==> config.mk <==
export PLATFORM = sky130hd
export DESIGN_NAME = hw2_down_timer
export DESIGN_NICKNAME = d
export VERILOG_FILES = /design/src/rtl/hw2_down_timer.sv
export SDC_FILE = /design/constraint.sdc
export NUM_CORES = 1
export LEC_CHECK = 0
export ABC_CLOCK_PERIOD_IN_PS = 2420
export BUFFER_PORTS_ARGS = -buffer_cell sky130_fd_sc_hd__buf_2
export CAP_MARGIN = 20
export CORE_ASPECT_RATIO = 0.8
export CORE_MARGIN = 2
export CORE_UTILIZATION = 30
export CTS_BUF_LIST = sky130_fd_sc_hd__clkbuf_8
export DETAILED_ROUTE_END_ITERATION = 8
export PLACE_DENSITY = 0.61
export SLEW_MARGIN = 20
export SYNTH_ARGS = -nofsm -noshare
export SYNTH_HDL_FRONTEND = slang
export SYNTH_SLANG_ARGS = --single-unit
==> constraint.sdc <==
create_clock -name CP -period 2.42 [get_ports CP]
set_input_delay 0.484 -clock CP [delete_from_list [all_inputs] [get_ports CP]]
set_output_delay 0.484 -clock CP [all_outputs]
set_load 0.1 [all_outputs]
==> src/rtl/hw2_down_timer.sv <==
// hw2_down_timer: presettable down counter with one-shot/auto-reload modes and cascadable borrow
module hw2_down_timer #(
  parameter int WIDTH = 8
) (
  input  logic             CP,
  input  logic             SR,
  input  logic [WIDTH-1:0] P,
  input  logic             PE,
  input  logic             CEP,
  input  logic             CET,
  input  logic             MODE,
  output logic [WIDTH-1:0] Q,
  output logic             TC,
  output logic             BUSY,
  output logic             DONE
);
  typedef enum logic [1:0] {IDLE, RUN, EXPIRED} state_t;
  state_t           state;
  logic [WIDTH-1:0] r;
  logic             zero;
  logic             step;
  assign zero = (Q == '0);
  assign step = (state == RUN) && CEP && CET;
  assign BUSY = (state == RUN);
  // borrow ignores CEP so a cascaded upper stage sees it whenever the lower stage is enabled
  assign TC   = CET && zero && (state == RUN);
  always_ff @(posedge CP or negedge SR) begin
    if (!SR) begin
      Q     <= '0;
      r     <= '0;
      state <= IDLE;
      DONE  <= 1'b0;
    end else if (!PE) begin
      Q     <= P;
      r     <= P;
      state <= RUN;
      DONE  <= 1'b0;
    end else if (step) begin
      DONE  <= zero;
      Q     <= !zero ? Q - 1'b1 : (MODE ? r : Q);
      state <= (zero && !MODE) ? EXPIRED : RUN;
    end else begin
      DONE  <= 1'b0;
    end
  end
endmodule

# Yosys cells after proc, flatten, opt, wreduce, memory -nomap -nowiden
# Index checks and enable logic that the tools add are counted.
[word_totals]
latch_bits = 0
n_memories = 0
input_bits = 14
out_inout_bits = 11
romBits = 0
reg_bits = 19
mem_bits_rw = 0
[op_classes]
magnitude_cmp = 0
bitwise = 0
shifts = 0
muxes = 9
addsub = 1
mul = 0
div = 0
eq_ne = 3
n_reduce_logical = 8
[ops]
columns = ["cell", "n"]
rows = [
  ["8-bit two-way mux", 4],
  ["8-bit zero test", 1],
  ["8-bit by 1-bit subtractor with 8-bit output (second input constant)", 1],
  ["2-bit two-way mux", 3],
  ["1-bit logical AND", 5],
  ["3-bit inequality test (second input constant)", 1],
  ["2-bit by 1-bit == test with 1-bit output (second input constant)", 1],
  ["1-bit two-way mux", 2],
  ["2-bit by 1-bit inequality test with 1-bit output (second input constant)", 1],
  ["2-bit AND reduction", 1],
  ["1-bit zero test", 1],
]

# Depth between registers and ports, before layout
[logic_depth]
word_depth = 5
ltp_mapped = 7
depth_no_buf = 6

# Worst setup path after synthesis
# Ideal clock, no wire load.
[synth_timing]
path_kind = "register to output"
from = "register state[1]"
to = "output port TC"
arrival_ns = 3.091
slack_ns = -1.155
path_stages_with_launch = 4
required_ns = 1.936
path_cell_list = "dfrtp_1 nor2_1 nand2_1 nor2_1"
[synth_between]
elab_chain_cells = 2
[synth_rtl]
columns = ["item", "line", "text"]
rows = [
  ["start: declaration", "18", "state_t state;"],
  ["start signal: assignment", "41", "state <= (zero && !MODE) ? EXPIRED : RUN;"],
  ["2-bit by 1-bit == test with 1-bit output", "--", ""],
  ["named net BUSY", "14", "output logic BUSY,"],
  ["1-bit logical AND", "26", "assign TC = CET && zero && (state == RUN);"],
  ["end: declaration", "13", "output logic TC,"],
]
# The timed path passes the listed nets, and every way through them passes these cells.

# Worst setup path in the final report
[layout_timing]
from = "register Q[0]"
to = "output port TC"
[layout_between]
elab_chain_cells = 3
[layout_rtl]
columns = ["item", "line", "text"]
rows = [
  ["start: declaration", "12", "output logic [WIDTH-1:0] Q,"],
  ["start signal: assignment", "40", "Q <= !zero ? Q - 1'b1 : (MODE ? r : Q);"],
  ["8-bit zero test", "22", "assign zero = (Q == '0);"],
  ["1-bit logical AND (2 in series)", "26", ""],
]
# Every way passes these cells.

==> metrics <==
Final Hold Violating Endpoints=0; io pins=25; PnR Total Power=0.957 mW; via count=948; Worst setup SP type=flip-flop; synthesized instance count=110; Clk pwr share=22.7%; Main synth FF type=dfrtp_1; core outline area=3180 um^2; Fill cells=318; # rows=18; largest net degree at the start of global routing=23; met1 Use GR=21.2%; combinational power share=a little over a third; EDFF count, synth=0; minimum clock period=2.29 ns; Synth Net Count=125; Clock Path Buffers=2; Die ar.=3900 um^2; sequential share of power=42.3%; setup TNS=0 ns; Data required, critical path=1.94 ns; Crit Path Max Fanout=7; Slew @ Worst Pin=0.495 ns; DRC Markers=0; DP Wirelength=approximately 1.9 mm; Max-Slew Margin vs Limit=just under 70%; Switching Fraction=42.1%; Layout Nets=151; Critical R2R Capture=Q[5]$_DFFE_PN0P_; Int Power=between 0.5 and 0.6 mW; initial DRC count=30; met3 Use GR=4.71%; R2R Setup Slk=0.17 ns; worst skew pair latency=0.26 ns; Setup crit end=TC; Leak Pwr=0.565 nW; Worst Setup End Kind=output port; routed length per placed instance=15.1 um; GR peak layer=met2; Worst R2R Start=Q[0]$_DFFE_PN0P_; Seq/Total Area, Yosys=46.5%; Antenna diodes=0; f_max=437 MHz; width of the die=just under 70 um; effective utilization at floorplan=32.2%; Reg2Reg Depth=6; net switching power=0.402 mW; 1st-pass router iterations=4; gr usage total=14.7%; PD cells=about 740 nW/um^2; Mapped Area=slightly above 1000 um^2; Synth top cells by count=nand2_1, dfrtp_1, nor2_1; top cells by area, synth=dfrtp_1, nand2_1, mux2_2, nor2_1, a21oi_1; gr ovfl total=0; Synth top area share=46.5%; Clock transition at path regs=0.07 ns; Antenna Violating Nets Remaining=0; most common cell in the netlist=nand2_1; fraction of layout cells with a size suffix above 1=37.0%; # Max-Cap Violations=0; CTS tree=done; Yosys reg bits=19; antenna violations before repair=0; CP startpoint=Q[0]$_DFFE_PN0P_; status=finished clean; Final setup viols=0; wirelength, routed=2.65 mm; Crit Path Class=reg2out; vias in the first global route=874; cell accounting for the most synthesized area=dfrtp_1; global-route wire length before repair=4.64 mm; Min-Delay Path Class=in2async; Area Growth Syn to Fin=26.9%; final RePlAce weighted congestion=0.966; clk sinks=19; CTS Root Cell=clkbuf_8; Warnings, synthesis=0; skew final=0.00405 ns; htree depth=1; VDD IR max=0.360 mV; Buffers on Ports=24; RSZ-0062 raised after global routing=false; Via-to-Cell Ratio=~5.4; max-slew violation count=0; Cell variety after synth=38; TritonCTS buffer count=3; GR Layer Usage met2=21.8%; Die Height=56.2 um; syn_area_per_cell=9.30 um^2; critical path arrival=approximately 1.8 ns; fraction of registers with async set/reset=100%; fin crit share=between 90% and 100%
-- final cells by class --
cell class / count / area, um^2 / share of cell area (%)
clock buffers: 3 / 41.3 / 3.18
well taps: 40 / 50.0 / 3.85
repair buffers: 27 / 158 / 12.1
clock inverters: 1 / 3.75 / 0.289
inverters: 4 / 15.0 / 1.16
multi-input cells: 81 / 543 / 41.8
flip-flops and latches: 19 / 488 / 37.6
-- metrics by stage --
step	utilization, %	area, um^2	instances	hold WS (ns)	setup slack [ns]
after floorplan	-	1060	110	0.188	0.00745
after global placement	39.1	1240	170	0.449	0.185
after detailed placement	39.1	1240	170	0.453	0.115
after CTS	40.7	1290	175	0.175	0.0842
after global routing	40.9	1300	175	0.187	0.00920
final	40.9	1300	175	0.160	0.131
-- routing by layer --
metal | wire (um) | share of wire (%) | vias to the layer above
met2 | 1180 | 45 | 40
met4 | 27 | 1.0 | 0
met1 | 1220 | 46 | 449
met5 | 0 | 0 | -
met3 | 221 | 8.3 | 4
li1 | - | - | 455
-- worst min-delay path by stage --
stage / start / to / cells past startpoint
finish: SR / Q[2]$_DFFE_PN0P_ / 1
global route: SR / Q[2]$_DFFE_PN0P_ / 1
CTS: SR / r[6]$_DFFE_PN0N_ / 1
detailed placement: SR / r[6]$_DFFE_PN0N_ / 1
global placement: SR / r[6]$_DFFE_PN0N_ / 1
floorplan: SR / DONE$_DFF_PN0_ / 0
-- timing repair --
action	in CTS	in global routing
setup endpoints to repair	1	6
resized for setup	0	2
buffers inserted	1	0
hold buffers	0	0
-- power groups by stage --
stage	clock [mW]	sequential, mW	combinational [mW]
final	0.218	0.405	0.334
after global routing	0.242	0.411	0.357
after CTS	0.227	0.404	0.332
after detailed placement	0	0.410	0.330
after global placement	0	0.409	0.330
after floorplan	0	0.540	0.123
-- registers in the layout, summed over array words and instances, names as in the netlist --
register / count
DONE: 1
Q: 8
r: 8
state: 2
-- cell usage in the layout, fill, tap and decap left out, types with 4 or more instances in the layout --
cell type  Yosys  routed
inv_1          4       5
buf_2          1      23
a21oi_1        5       5
dfrtp_2        0       4
dfrtp_1       19      13
a31oi_1        4       4
nand2_1       21      20
nor2_1         8       6
-- critical path: stages, from the launching register on --
cell,delay [ns]
dfrtp_4,0.50
inv_1,0.07
ha_2,0.23
nor4b_4,0.26
nand2_1,0.17
nor2_4,0.13
buf_12,0.18
-- cells by family after synthesis --
kind of cell	count (synthesis)	share of synthesized area, %
adder cells (fa/ha/maj)	1	1.22
XOR/XNOR	1	0.856
buffers and inverters	10	3.79
flip-flops	19	46.5
multiplexers	4	4.28
AO/OA/AOI/OAI	28	20.4
AND/OR/NAND/NOR	47	23.0
Note: power is estimated with default switching activity, not from simulation.
